## src/rtl/lgn_stream_pkg.sv

```systemverilog
// Shared types and width helpers for the LGN pattern streamer.
package lgn_stream_pkg;

  typedef enum logic [1:0] {
    IDLE    = 2'd0,
    STREAM  = 2'd1,
    DRAIN   = 2'd2,
    CAPTURE = 2'd3
  } state_t;

  // Pattern-select width; never narrower than one bit.
  function automatic int psel_w(input int n);
    return (n < 2) ? 1 : $clog2(n);
  endfunction

  // Beat-counter width; never narrower than one bit.
  function automatic int beat_w(input int n);
    return (n < 2) ? 1 : $clog2(n);
  endfunction

endpackage

```

## src/rtl/lgn_pattern_streamer_if.sv

```systemverilog
// Control, pattern-load and stream signals of the LGN pattern streamer.
// Handshake: stream_valid qualifies stream_data every cycle with no back-pressure;
// result_valid is a one-cycle pulse marking a fresh result_index; sel_valid and
// wr_en are single-cycle strobes sampled on the rising clock edge.
interface lgn_pattern_streamer_if #(
  parameter int PSEL_W = 2,
  parameter int BEAT_W = 5,
  parameter int BYTE_W = 8,
  parameter int IDX_W  = 4
);
  import lgn_stream_pkg::*;

  logic                     auto_en;
  logic                     next_btn;
  logic                     sel_valid;
  logic [PSEL_W-1:0]        sel_pattern;
  logic                     wr_en;
  logic [PSEL_W+BEAT_W-1:0] wr_addr;
  logic [BYTE_W-1:0]        wr_data;
  logic [IDX_W-1:0]         core_index;
  logic [BYTE_W-1:0]        stream_data;
  logic                     stream_valid;
  logic                     frame_start;
  logic [PSEL_W-1:0]        cur_pattern;
  logic [IDX_W-1:0]         result_index;
  logic                     result_valid;
  state_t                   dbg_state;

  modport master (
    output auto_en, next_btn, sel_valid, sel_pattern, wr_en, wr_addr, wr_data, core_index,
    input  stream_data, stream_valid, frame_start, cur_pattern, result_index, result_valid,
           dbg_state
  );

  modport slave (
    input  auto_en, next_btn, sel_valid, sel_pattern, wr_en, wr_addr, wr_data, core_index,
    output stream_data, stream_valid, frame_start, cur_pattern, result_index, result_valid,
           dbg_state
  );

endinterface

```

## src/rtl/lgn_pattern_mem.sv

```systemverilog
// 1R1W synchronous pattern RAM with a one-cycle registered read (BRAM friendly).
module lgn_pattern_mem #(
  parameter int AW = 7,
  parameter int DW = 8
) (
  input  logic          clk,
  input  logic          we_i,
  input  logic [AW-1:0] waddr_i,
  input  logic [DW-1:0] wdata_i,
  input  logic [AW-1:0] raddr_i,
  output logic [DW-1:0] rdata_o
);

  logic [DW-1:0] mem_q [0:(1<<AW)-1];
  logic [DW-1:0] rd_q;

  // Write and read share the edge; a same-address read returns the old word.
  always_ff @(posedge clk) begin
    if (we_i) mem_q[waddr_i] <= wdata_i;
    rd_q <= mem_q[raddr_i];
  end

  assign rdata_o = rd_q;

endmodule

```

## src/rtl/lgn_pattern_streamer.sv

```systemverilog
// Streams stored images into the LGN core back-to-back and captures its class index.
module lgn_pattern_streamer
  import lgn_stream_pkg::*;
#(
  parameter int NUM_PATTERNS    = 4,
  parameter int BYTES_PER_IMAGE = 32,
  parameter int BYTE_W          = 8,
  parameter int IDX_W           = 4,
  parameter int RESULT_LATENCY  = 2,
  parameter int AUTO_PERIOD     = 12000000
) (
  input logic                  clk,
  input logic                  rst,
  lgn_pattern_streamer_if.slave bus
);

  localparam int PSEL_W = psel_w(NUM_PATTERNS);
  localparam int BEAT_W = beat_w(BYTES_PER_IMAGE);
  localparam int AW     = PSEL_W + BEAT_W;
  localparam int TMR_W  = $clog2(AUTO_PERIOD);
  localparam logic [BEAT_W-1:0] LAST_BEAT  = BEAT_W'(BYTES_PER_IMAGE - 1);
  localparam logic [3:0]        LAST_DRAIN = 4'((RESULT_LATENCY > 0) ? RESULT_LATENCY - 1 : 0);
  localparam logic [PSEL_W-1:0] LAST_PAT   = PSEL_W'(NUM_PATTERNS - 1);
  localparam logic [TMR_W-1:0]  LAST_TICK  = TMR_W'(AUTO_PERIOD - 1);

  state_t            state_q, state_d;
  logic [BEAT_W-1:0] beat_q, beat_d;
  logic [3:0]        drain_q, drain_d;
  logic [PSEL_W-1:0] cur_q, cur_d;
  logic              pend_valid_q, pend_valid_d;
  logic [PSEL_W-1:0] pend_pat_q, pend_pat_d;
  logic [TMR_W-1:0]  timer_q;
  logic              btn_s1_q, btn_s2_q, btn_s3_q;
  logic [IDX_W-1:0]  result_index_q;
  logic              result_valid_q;
  logic [BYTE_W-1:0] rd_data;

  logic              sel_ok, btn_rise, tmr_exp, ev_valid;
  logic [PSEL_W-1:0] adv_pat, ev_pat;

  // Pattern-change sources, highest priority first: direct select, button, timer.
  always_comb begin
    sel_ok   = bus.sel_valid && (int'(bus.sel_pattern) < NUM_PATTERNS);
    btn_rise = btn_s2_q && !btn_s3_q;
    tmr_exp  = bus.auto_en && (timer_q == LAST_TICK);
    adv_pat  = (cur_q == LAST_PAT) ? '0 : cur_q + 1'b1;
    ev_valid = sel_ok || btn_rise || tmr_exp;
    ev_pat   = sel_ok ? bus.sel_pattern : adv_pat;
  end

  // Next-state, beat/drain counting and frame-boundary pattern switching.
  always_comb begin
    state_d      = state_q;
    beat_d       = beat_q;
    drain_d      = drain_q;
    cur_d        = cur_q;
    pend_valid_d = pend_valid_q;
    pend_pat_d   = pend_pat_q;
    case (state_q)
      IDLE: begin
        state_d = STREAM;
        beat_d  = '0;
      end
      STREAM: begin
        if (beat_q == LAST_BEAT) begin
          beat_d = '0;
          if (RESULT_LATENCY == 0) begin
            state_d = CAPTURE;
          end else begin
            state_d = DRAIN;
            drain_d = '0;
          end
        end else begin
          beat_d = beat_q + 1'b1;
        end
      end
      DRAIN: begin
        if (drain_q == LAST_DRAIN) state_d = CAPTURE;
        else                       drain_d = drain_q + 4'd1;
      end
      CAPTURE: begin
        state_d = STREAM;
        beat_d  = '0;
      end
      default: state_d = IDLE;
    endcase
    // Only the first change in a frame is kept; it lands on the CAPTURE->STREAM edge.
    if (state_q == CAPTURE) begin
      pend_valid_d = 1'b0;
      if (pend_valid_q)  cur_d = pend_pat_q;
      else if (ev_valid) cur_d = ev_pat;
    end else if (!pend_valid_q && ev_valid) begin
      pend_valid_d = 1'b1;
      pend_pat_d   = ev_pat;
    end
  end

  // FSM, counters and pattern registers.
  always_ff @(posedge clk or posedge rst) begin
    if (rst) begin
      state_q      <= IDLE;
      beat_q       <= '0;
      drain_q      <= '0;
      cur_q        <= '0;
      pend_valid_q <= 1'b0;
      pend_pat_q   <= '0;
    end else begin
      state_q      <= state_d;
      beat_q       <= beat_d;
      drain_q      <= drain_d;
      cur_q        <= cur_d;
      pend_valid_q <= pend_valid_d;
      pend_pat_q   <= pend_pat_d;
    end
  end

  // Auto-advance timer: free-runs only while enabled, restarts on expiry.
  always_ff @(posedge clk or posedge rst) begin
    if (rst)                    timer_q <= '0;
    else if (!bus.auto_en)      timer_q <= '0;
    else if (timer_q == LAST_TICK) timer_q <= '0;
    else                        timer_q <= timer_q + 1'b1;
  end

  // Two-flop synchroniser plus one history flop for rising-edge detection.
  always_ff @(posedge clk or posedge rst) begin
    if (rst) begin
      btn_s1_q <= 1'b0;
      btn_s2_q <= 1'b0;
      btn_s3_q <= 1'b0;
    end else begin
      btn_s1_q <= bus.next_btn;
      btn_s2_q <= btn_s1_q;
      btn_s3_q <= btn_s2_q;
    end
  end

  // Result register: sample the core index in CAPTURE and pulse valid once.
  always_ff @(posedge clk or posedge rst) begin
    if (rst) begin
      result_index_q <= '0;
      result_valid_q <= 1'b0;
    end else begin
      result_valid_q <= (state_q == CAPTURE);
      if (state_q == CAPTURE) result_index_q <= bus.core_index;
    end
  end

  // Read address follows next-cycle beat and pattern, hiding the RAM latency.
  lgn_pattern_mem #(.AW(AW), .DW(BYTE_W)) u_mem (
    .clk     (clk),
    .we_i    (bus.wr_en),
    .waddr_i (bus.wr_addr),
    .wdata_i (bus.wr_data),
    .raddr_i ({cur_d, beat_d}),
    .rdata_o (rd_data)
  );

  assign bus.stream_valid = (state_q == STREAM);
  assign bus.frame_start  = (state_q == STREAM) && (beat_q == '0);
  assign bus.stream_data  = (state_q == STREAM) ? rd_data : '0;
  assign bus.cur_pattern  = cur_q;
  assign bus.result_index = result_index_q;
  assign bus.result_valid = result_valid_q;
  assign bus.dbg_state    = state_q;

endmodule

```

## src/flat_wrapper.sv

```systemverilog
// flat-port wrapper written by rule: the top's interface ports become plain ports
module lgn_pattern_streamer_flat import lgn_stream_pkg::*;
#(
  parameter int NUM_PATTERNS    = 4,
  parameter int BYTES_PER_IMAGE = 32,
  parameter int BYTE_W          = 8,
  parameter int IDX_W           = 4,
  parameter int RESULT_LATENCY  = 2,
  parameter int AUTO_PERIOD     = 12000000
)
  (clk, rst, bus_auto_en, bus_next_btn, bus_sel_valid, bus_sel_pattern, bus_wr_en, bus_wr_addr, bus_wr_data, bus_core_index, bus_stream_data, bus_stream_valid, bus_frame_start, bus_cur_pattern, bus_result_index, bus_result_valid, bus_dbg_state);
  lgn_pattern_streamer_if #(.PSEL_W((2)), .BEAT_W((5)), .BYTE_W(BYTE_W), .IDX_W(IDX_W)) bus_i ();
  input logic clk;
  input logic rst;
  input wire logic [$bits(bus_i.auto_en)-1:0] bus_auto_en;
  input wire logic [$bits(bus_i.next_btn)-1:0] bus_next_btn;
  input wire logic [$bits(bus_i.sel_valid)-1:0] bus_sel_valid;
  input wire logic [$bits(bus_i.sel_pattern)-1:0] bus_sel_pattern;
  input wire logic [$bits(bus_i.wr_en)-1:0] bus_wr_en;
  input wire logic [$bits(bus_i.wr_addr)-1:0] bus_wr_addr;
  input wire logic [$bits(bus_i.wr_data)-1:0] bus_wr_data;
  input wire logic [$bits(bus_i.core_index)-1:0] bus_core_index;
  output wire logic [$bits(bus_i.stream_data)-1:0] bus_stream_data;
  output wire logic [$bits(bus_i.stream_valid)-1:0] bus_stream_valid;
  output wire logic [$bits(bus_i.frame_start)-1:0] bus_frame_start;
  output wire logic [$bits(bus_i.cur_pattern)-1:0] bus_cur_pattern;
  output wire logic [$bits(bus_i.result_index)-1:0] bus_result_index;
  output wire logic [$bits(bus_i.result_valid)-1:0] bus_result_valid;
  output wire logic [$bits(bus_i.dbg_state)-1:0] bus_dbg_state;
  assign bus_i.auto_en = bus_auto_en;
  assign bus_i.next_btn = bus_next_btn;
  assign bus_i.sel_valid = bus_sel_valid;
  assign bus_i.sel_pattern = bus_sel_pattern;
  assign bus_i.wr_en = bus_wr_en;
  assign bus_i.wr_addr = bus_wr_addr;
  assign bus_i.wr_data = bus_wr_data;
  assign bus_i.core_index = bus_core_index;
  assign bus_stream_data = bus_i.stream_data;
  assign bus_stream_valid = bus_i.stream_valid;
  assign bus_frame_start = bus_i.frame_start;
  assign bus_cur_pattern = bus_i.cur_pattern;
  assign bus_result_index = bus_i.result_index;
  assign bus_result_valid = bus_i.result_valid;
  assign bus_dbg_state = bus_i.dbg_state;
  lgn_pattern_streamer #(.NUM_PATTERNS(NUM_PATTERNS), .BYTES_PER_IMAGE(BYTES_PER_IMAGE), .BYTE_W(BYTE_W), .IDX_W(IDX_W), .RESULT_LATENCY(RESULT_LATENCY), .AUTO_PERIOD(AUTO_PERIOD)) u_core (.clk(clk), .rst(rst), .bus(bus_i));
endmodule
```

## config.mk

```make
export PLATFORM = sky130hd
export DESIGN_NAME = lgn_pattern_streamer_flat
export DESIGN_NICKNAME = d
export VERILOG_FILES = /design/src/rtl/lgn_stream_pkg.sv /design/src/rtl/lgn_pattern_streamer_if.sv /design/src/rtl/lgn_pattern_mem.sv /design/src/rtl/lgn_pattern_streamer.sv /design/src/flat_wrapper.sv
export SDC_FILE = /design/constraint.sdc
export NUM_CORES = 1
export LEC_CHECK = 0
export CELL_PAD_IN_SITES_DETAIL_PLACEMENT = 1
export CELL_PAD_IN_SITES_GLOBAL_PLACEMENT = 2
export CORE_UTILIZATION = 46
export CTS_CLUSTER_SIZE = 28
export DETAILED_ROUTE_END_ITERATION = 16
export HOLD_SLACK_MARGIN = 0.12
export PLACE_DENSITY_LB_ADDON = 0.2
export SLEW_MARGIN = 20
export SYNTH_ARGS = -nofsm -noshare
export SYNTH_HDL_FRONTEND = slang
export SYNTH_SLANG_ARGS = --single-unit
export TNS_END_PERCENT = 100
```

## constraint.sdc

```tcl
create_clock -name clk -period 4.3 [get_ports clk]
set_input_delay 0.86 -clock clk [delete_from_list [all_inputs] [get_ports clk]]
set_output_delay 0.86 -clock clk [all_outputs]
set_load 0.01 [all_outputs]
```

==> results summary, run 1 <==
In the final layout, the share of cells above drive strength 1 is ~12%. In this run, synthesis produced a sequential element count of around 1100. In this run the worst hold path is classified as register to register. The initial utilization of the core area, before any placement, comes to 46.72%. The total leakage power is roughly 0.017 uW. The worst slew slack as a fraction of its limit is roughly 39%. Among all flip-flop cells after synthesis, the most frequent one is sky130_fd_sc_hd__edfxtp_1.

The minimum clock period is about 4.2 ns. The count of final max-slew check failures is 0. The internal portion of total power came out at 17580 uW. The switching share of total power is between 20% and 30%. In the post-synthesis netlist, the biggest area contributors are sky130_fd_sc_hd__edfxtp_1 71%, sky130_fd_sc_hd__o221ai_1 3.7%, sky130_fd_sc_hd__mux2i_1 3.1%, sky130_fd_sc_hd__dfrtp_1 2.8%, sky130_fd_sc_hd__nand2_1 2.6%. The max-cap check violation count is 0.

The total of warnings raised by yosys is 0. The sequential share of power came out at between 50% and 60%. TritonCTS built the clock tree. The start point of the critical path is u_core.beat_q[1]. The total core area is 92220 sq um.

Summed over all nets, the switching power comes to ~4400 uW. The insertion delay to the later sink of the worst-skew pair is between 0.6 and 0.7 ns. Port buffering added 45 buffers. The clock network accounts for around 45% of the total power. The height of the chip is ~310 um. The startpoint of the worst register-to-register path is u_core.beat_q[1]. The count of mapped cells out of synthesis is just under 3000.

The placer's final routability congestion estimate is between 0.9 and 1. The final setup skew came out at around 0.018 ns. The overall via count from detail_route is 26800. The power density of the placed cells came out at roughly 450 nW/um^2.

The routed wire length per instance is ~29 um. The cell total after placement came out at 4131. The async set-or-reset flop fraction in the synthesized netlist came out at under 10%. The area added between synthesis and finish came out at 14.73%. The count of final hold-check violations is 0. The most common cell after layout, fill and taps aside is sky130_fd_sc_hd__edfxtp_1.

The I/O pin count came out at between 40 and 50. The wire length of the first global-routing pass came out at around 190 mm. The width of the die came out at about 310 um. The count of cells along the worst hold path is 0. The register area share after synthesis came out at 74.53%. The maximum buffer depth of the clock tree is 3. The endpoint of the most critical register-to-register path is u_core.u_mem.rdata_o[6].

The cell type contributing the most total cell area after synthesis is sky130_fd_sc_hd__edfxtp_1. The floorplan has about 110 rows. The count of final setup violators came out at 0.

The total routed wirelength is around 130 mm. The initial antenna violation count is 1. Dividing the synthesized area by the synthesized cell count gives approximately 15 sq um. The vias per cell is between 6 and 7.

The critical path class is register to register. The worst setup path is captured at a register. The worst min-delay path startpoint is u_core.btn_s1_q.

The largest net degree at the start of global routing came out at 129. The first TritonRoute pass finished after 5 iterations. The final setup TNS came out at 0 ns. Detailed placement finished with a half-perimeter wire length of between 70 and 80 mm. In the global route stage, overall resource usage came out at between 20% and 30%. Combinational cells account for between 1.5 and 2% of the total power. The top achievable clock speed came out at roughly 240 MHz. The register-to-register path setup slack came out at ~0.054 ns. The H-tree level count came out at 3. The maximum resistive drop on vdd came out at just over 0.5 mV. The maximum net fanout on the critical path is between 50 and 60.

The arrival time at the worst endpoint is between 4 and 5 ns. The transition time at the pin with the least slew margin is roughly 0.91 ns. The root buffer cell chosen for the clock tree is sky130_fd_sc_hd__clkbuf_16. The clock slew at the register clock pins of the worst setup and hold paths is 0.06 ns. After detailed routing, the number of remaining DRC violations is 0. Leaving out fill and tap cells, the most frequent cells in the layout are 1024 x sky130_fd_sc_hd__edfxtp_1, 301 x sky130_fd_sc_hd__nand2_1, 209 x sky130_fd_sc_hd__o21ai_0. For hold timing, the worst endpoint is u_core.btn_s2_q. The share of synthesized area in the top cell type comes to a little under three quarters. The clock drives between 1000 and 1500 sinks.

The number of nets handed over by synthesis was ~2900. Leaving out filler cells and counting taps, the final layout contains 4345. The count of flip-flops with a built-in enable after synthesis came out at roughly 1000. The net count reported at finish is 3040. The total CTS buffers came out at 112.

The synthesized netlist contains 85 unique library cells. The final critical path takes up 98.74% of the cycle. The violation count after the first detailed-routing iteration came out at roughly 2900. The total congestion overflow is 0. The synthesized netlist occupies a cell area of between 40000 and 50000 sq um. The flow ran to the end, and the final reports show no timing, DRC or antenna violations. The floorplan step defined a die boundary enclosing around 95000 sq um. The worst register-to-register path has a depth of 13.

Once detail routing completed, the nets flagged for antenna violations numbered 0. The launching element type of the critical path is a register. The critical path data required time came out at ~4.9 ns.

The via count of the first global-routing pass is around 27000.
-- what timing repair did --
item,in CTS,in global routing
buffers inserted,0,1
gates resized for setup,0,3
endpoints found under the setup margin,0,7
hold buffers,0,0
-- per-stage QoR --
step / power (uW) / util (%) / setup slack, ns / instance area, sq um / hold WS (ns)
after floorplan: 11900 / - / 1.034 / 43090 / 0.3312
after global placement: 12220 / 49.45 / 0.1392 / 45610 / 0.3321
after detailed placement: 12240 / 49.45 / 0.1094 / 45610 / 0.3451
after CTS: 22140 / 53.57 / 0.06583 / 49400 / 0.3575
after global routing: 22490 / 53.60 / -0.01139 / 49430 / 0.3773
final: 22010 / 53.60 / 0.05423 / 49430 / 0.3517
-- sequential cells by signal, summed over array words and instances (netlist names), 4 cells and up --
| name | count |
|---|---|
| u_core.u_mem.mem_q | 1024 |
| u_core.timer_q | 24 |
| u_core.drain_q | 4 |
| u_core.beat_q | 5 |
| u_core.u_mem.rdata_o | 8 |
| u_core.bus.result_index | 4 |
-- how the worst max path moves through the flow --
stage,end,cells after the start,slack [ns]
2_1_floorplan,u_core.u_mem.rdata_o[6],12,1.03
3_3_place_gp,u_core.u_mem.rdata_o[6],13,0.14
3_5_place_dp,u_core.u_mem.rdata_o[5],13,0.11
4_1_cts,u_core.u_mem.rdata_o[6],13,0.07
5_1_grt,u_core.u_mem.rdata_o[0],14,-0.01
6_report,u_core.u_mem.rdata_o[6],13,0.05
-- layout make-up --
cell class                 count  area (sq um)
clock inverter                79         878.3
clock buffer                 132          2920
timing repair buffer         192          1901
antenna                        2         5.005
inverter                      17         76.32
tap                         1243          1555
fill                        8824         42790
multi-input combinational   1600          9985
sequential                  1080         32110
-- synthesized netlist by cell type, types with 12 or more instances --
cell	number
sky130_fd_sc_hd__buf_4	17
sky130_fd_sc_hd__o22ai_1	126
sky130_fd_sc_hd__and2_1	12
sky130_fd_sc_hd__nor2_1	173
sky130_fd_sc_hd__edfxtp_1	1024
sky130_fd_sc_hd__inv_1	12
sky130_fd_sc_hd__nand4_1	14
sky130_fd_sc_hd__and3_1	19
sky130_fd_sc_hd__nand3_1	65
sky130_fd_sc_hd__buf_1	26
sky130_fd_sc_hd__nand2_1	301
sky130_fd_sc_hd__a211oi_1	12
sky130_fd_sc_hd__o221ai_1	182
sky130_fd_sc_hd__o21ai_0	209
sky130_fd_sc_hd__xor2_1	12
sky130_fd_sc_hd__dfrtp_1	48
sky130_fd_sc_hd__mux2i_1	135
sky130_fd_sc_hd__nor3_1	22
sky130_fd_sc_hd__buf_2	76
sky130_fd_sc_hd__o211ai_1	21
sky130_fd_sc_hd__mux2_2	15
sky130_fd_sc_hd__clkbuf_1	80
sky130_fd_sc_hd__a21oi_1	105
-- cell families (layout without fill, tap and decap cells) --
logic type	after synthesis	in the layout	synth area share, %
AOI/OAI and AO/OA	759	759	11.96
DFF	1080	1080	74.53
other	0	2	0
muxes	150	150	3.528
and+or+nand+nor	660	660	6.877
adders and majority gates	10	10	0.2904
xor gates and xnor gates	21	21	0.4269
buffers and inverters	221	420	2.387
-- per-layer routing --
metal | global-route usage [%] | routed length [um] | share of wire (%) | vias to the layer above
met3 | 3.443 | 6898 | 5.4 | 175
met1 | 38.70 | 56280 | 44 | 14030
li1 | - | - | - | 11690
met2 | 43.02 | 60720 | 48 | 901
met5 | 0 | 0 | 0 | -
met4 | 7.289 | 3138 | 2.5 | 0
-- power groups by stage --
stage / Combinational, uW / Sequential [uW] / Clock [uW]
floorplan: 101 / 11800 / 0
global placement: 418 / 11800 / 0
detailed placement: 432 / 11800 / 0
CTS: 433 / 11600 / 10100
global route: 454 / 11600 / 10500
finish: 429 / 11600 / 10000
-- critical path: stages (launching register included) --
cell	delay [ns]
sky130_fd_sc_hd__dfrtp_1	0.43
sky130_fd_sc_hd__ha_1	0.24
sky130_fd_sc_hd__and3_1	0.20
sky130_fd_sc_hd__ha_1	0.28
sky130_fd_sc_hd__nor4b_4	0.50
sky130_fd_sc_hd__nor2_4	0.10
sky130_fd_sc_hd__buf_12	0.17
sky130_fd_sc_hd__buf_12	0.20
sky130_fd_sc_hd__o22ai_1	0.19
sky130_fd_sc_hd__nor2_1	0.08
sky130_fd_sc_hd__o311ai_1	0.57
sky130_fd_sc_hd__o21ai_0	0.43
sky130_fd_sc_hd__o2111a_1	0.37
sky130_fd_sc_hd__or3_1	0.30
(Power assumes the default switching activity.)
==> inputs of run 2 (changes only) <==
==> constraint.sdc (replaced) <==
create_clock -name clk -period 4.3 [get_ports clk]
set_input_delay 1.075 -clock clk [delete_from_list [all_inputs] [get_ports clk]]
set_output_delay 1.075 -clock clk [all_outputs]
set_load 0.01 [all_outputs]
==> run 2 against run 1 <==
Register-to-register slack barely moved; non-clock buffer count up 16; sequential share of layout area is essentially flat; via count rose by 0.17%; worst setup slack worse by 0.0065 ns; fmax shrank 0.15%; flip-flop and latch count did not move; critical endpoint is now u_core.u_mem.rdata_o[5]; die area is the same; highest routed layer is now met5; first-iteration DRC count rose by 0.42%; total power decreased by 1.4%.
==> results summary, run 2 (synthesis results as in run 1) <==
The width of the die was 308.1 um (unchanged). The clock slew at the register clock pins of the worst setup and hold paths came out at 0.06 ns (about the same). The worst hold path belongs to the class register to register. The vias per cell came out at 6.155 (-0.20%). The total DRC errors in the routed layout is 0 (unchanged). The max-cap check violation count was 0 (unchanged). The maximum net fanout on the critical path came out at 42 (-19%).

The sink count of the clock tree is 1080 (unchanged). The initial core utilization is 46.72% (unchanged). The I/O pin count came to 46 (unchanged). In the layout the commonest cells are 1024 x sky130_fd_sc_hd__edfxtp_1, 301 x sky130_fd_sc_hd__nand2_1, 202 x sky130_fd_sc_hd__o21ai_0. The largest net degree at the start of global routing came out at 129 (unchanged). The initial antenna violation count came to 2 (+1).

The total CTS buffers came to 114 (+1.8%). The total routed wirelength came out at 125.8 mm (-0.96%). The setup fix buffers added after clock tree synthesis was 0 (unchanged). The detailed router used layers up to and including met5. The maximum buffer depth of the clock tree came out at 3 (unchanged). STA classifies the critical path endpoint as a register. The post-detailed-placement half-perimeter wirelength came out at 77.49 mm (-3.1%).

The via count of the first global-routing pass came out at 27240 (-0.49%). The register with the most flip-flops in the final layout is u_core.u_mem.mem_q. Leaving out fill and tap cells, the most frequent cell in the layout is sky130_fd_sc_hd__edfxtp_1. The count of final max-slew check failures is 0 (unchanged). The row count came out at 111 (unchanged). The total congestion overflow came out at 0 (unchanged). The slowest library cell on the worst path is sky130_fd_sc_hd__or4_1.

The minimum clock period came out at 4.252 ns (+0.006488 ns). The cell total after placement came to 4148 (+0.41%). The power density of the placed cells is 438.8 nW/um^2 (-1.4%). The wire length of the first global-routing pass came out at 184.4 mm (-1.1%). The die footprint came out at 94890 sq um (unchanged). The count of port buffers added during placement came out at 45 (unchanged). The final worst-path cycle share came out at 98.89% (+0.15 points). The stage delay of the slowest cell on the critical path is 0.59 ns (+0.02 ns).

Walking the worst path, the cells encountered are ha_1 -> and3_1 -> ha_1 -> nor4b_4 -> nor2_4 -> buf_12 -> buf_12 -> o221ai_1 -> o211ai_1 -> and3_1 -> or4_1 -> o22ai_1 -> a221oi_1. The maximum resistive drop on vdd is 0.3501 mV (-31%). The arrival time at the worst endpoint came to 4.80 ns (about the same). The violation count after the first detailed-routing iteration is 2868 (+0.42%).

The number of flip-flops in the largest register came out at 1024 (unchanged). The critical path data required time was 4.85 ns (about the same). The placer's final routability congestion estimate came out at 0.8767 (-4.0%). The launching element type of the critical path is a register. The overall via count from detail_route is 26840 (+0.17%). The final antenna diode count came to 0 (-2). The final setup skew is 0.02195 ns (+0.004290 ns). The critical path is of the register to register type. The worst path buffer plus inverter count came out at 2 (unchanged). The cts-stage hold buffer count is 0 (unchanged). The area added between synthesis and finish was 14.71% (about the same). The routed wire length per instance came out at 28.85 um (-1.3%). The overall routing resource usage was 26.53% (-0.32 points). The residual antenna-violating net count after detailed routing came out at 0 (unchanged). The transition time at the pin with the least slew margin came to 0.9244 ns (+0.01459 ns). The count of final setup violators came out at 0 (unchanged).

The share of layout cells above drive strength 1 came out at 12.70% (+0.57 points). Setup repair after global routing left no endpoint under its margin. The total core area came out at 92220 sq um (unchanged). The top achievable clock speed is 235.2 MHz (-0.15%). The height of the chip came out at 308.1 um (unchanged). TritonCTS built the clock tree. The hold slack is 0.3494 ns (-0.002346 ns). The insertion delay to the later sink of the worst-skew pair is 0.69 ns (about the same).

The post-layout instance count excluding filler cells is 4361 (+0.37%). The total length of routed met2 wires is 59.25 mm (-2.4%). The total leakage power came out at 0.01679 uW (about the same). The cell family contributing the most delay on the critical path is simple AND/OR/NAND/NOR gates. The tree is rooted in a sky130_fd_sc_hd__clkbuf_16.

The count of final hold-check violations came out at 0 (unchanged). The flow ran to the end, and the final reports show no timing, DRC or antenna violations. The met3 layer wire length in the routed design came out at 8.153 mm (+18%).

The H-tree level count came out at 3 (unchanged). The worst slew slack as a fraction of its limit is 38.37% (-0.75 points). The number of search-and-repair iterations in the first detailed-routing pass is 5 (unchanged). The net count reported at finish came out at 3058 (+0.59%). The total power of the final layout is 21690 uW (-1.4%). The routed metal-1 wire length is 54.91 mm (-2.4%).
-- run 2: changes by cell type in the layout (fill, tap and decap cells not counted), moves of 6 or more --
cell and delta:
sky130_fd_sc_hd__buf_4 +21, sky130_fd_sc_hd__bufinv_16 -10, sky130_fd_sc_hd__clkbuf_1 +8, sky130_fd_sc_hd__clkbuf_8 +6
sky130_fd_sc_hd__clkinv_1 -8, sky130_fd_sc_hd__o21ai_0 -7, sky130_fd_sc_hd__o21ai_1 +7
-- run 2: layer usage --
metal | track usage, % | vias to the layer above
met5 | 0 | -
met4 | 8.053 | 4
met3 | 3.759 | 198
met2 | 42.31 | 966
met1 | 37.84 | 13940
li1 | - | 11740
-- run 2: worst paths after layout --
| check | startpoint | endpoint | slack, ns | cells past startpoint |
|---|---|---|---|---|
| max | u_core.beat_q[1] | u_core.u_mem.rdata_o[5] | 0.05 | 13 |
| min | u_core.btn_s1_q | u_core.btn_s2_q | 0.35 | 0 |
| max reg2reg | u_core.beat_q[1] | u_core.u_mem.rdata_o[5] | 0.05 | 13 |
| min reg2reg | u_core.btn_s1_q | u_core.btn_s2_q | 0.35 | 0 |
| max in group asynchronous | rst | u_core.beat_q[3] | 2.88 | 2 |
| min in group asynchronous | rst | u_core.timer_q[5] | 0.87 | 2 |
-- run 2: per-stage QoR --
stage	util [%]	instance area [sq um]	setup slack (ns)	TNS [ns]
6_report	53.60	49420	0.04775	0
5_1_grt	53.60	49420	0.01301	0
4_1_cts	53.55	49380	0.03150	0
3_5_place_dp	49.54	45680	-0.08113	-0.08113
3_3_place_gp	49.54	45680	0.008682	0
2_1_floorplan	-	43090	1.034	0
-- run 2: layout make-up --
type,count,area [sq um]
clock inverters,63,561.8
well taps,1243,1555
clock buffers,150,3133
repair buffers,208,1967
inverters,17,77.57
fillers,8802,42790
multi-input cells,1600,10020
flip-flops and latches,1080,32110
-- run 2: power by group --
group / switching (uW) / internal, uW / total (uW) / leakage [uW]
clock: 4070 / 5600 / 9670 / 0.00180
combinational: 337 / 93.1 / 430 / 0.00510
sequential: 21.6 / 11600 / 11600 / 0.00989
-- run 2: worst register-to-register path: stages, from the launching register on --
cell	delay, ns
sky130_fd_sc_hd__dfrtp_1	0.45
sky130_fd_sc_hd__ha_1	0.26
sky130_fd_sc_hd__and3_1	0.21
sky130_fd_sc_hd__ha_1	0.29
sky130_fd_sc_hd__nor4b_4	0.53
sky130_fd_sc_hd__nor2_4	0.15
sky130_fd_sc_hd__buf_12	0.19
sky130_fd_sc_hd__buf_12	0.18
sky130_fd_sc_hd__o221ai_1	0.28
sky130_fd_sc_hd__o211ai_1	0.21
sky130_fd_sc_hd__and3_1	0.27
sky130_fd_sc_hd__or4_1	0.59
sky130_fd_sc_hd__o22ai_1	0.40
sky130_fd_sc_hd__a221oi_1	0.11
-- run 2: repair_timing --
action                     4_1_cts  5_1_grt
setup endpoints to repair        1        8
cloned                           0        0
resized for setup                1       13
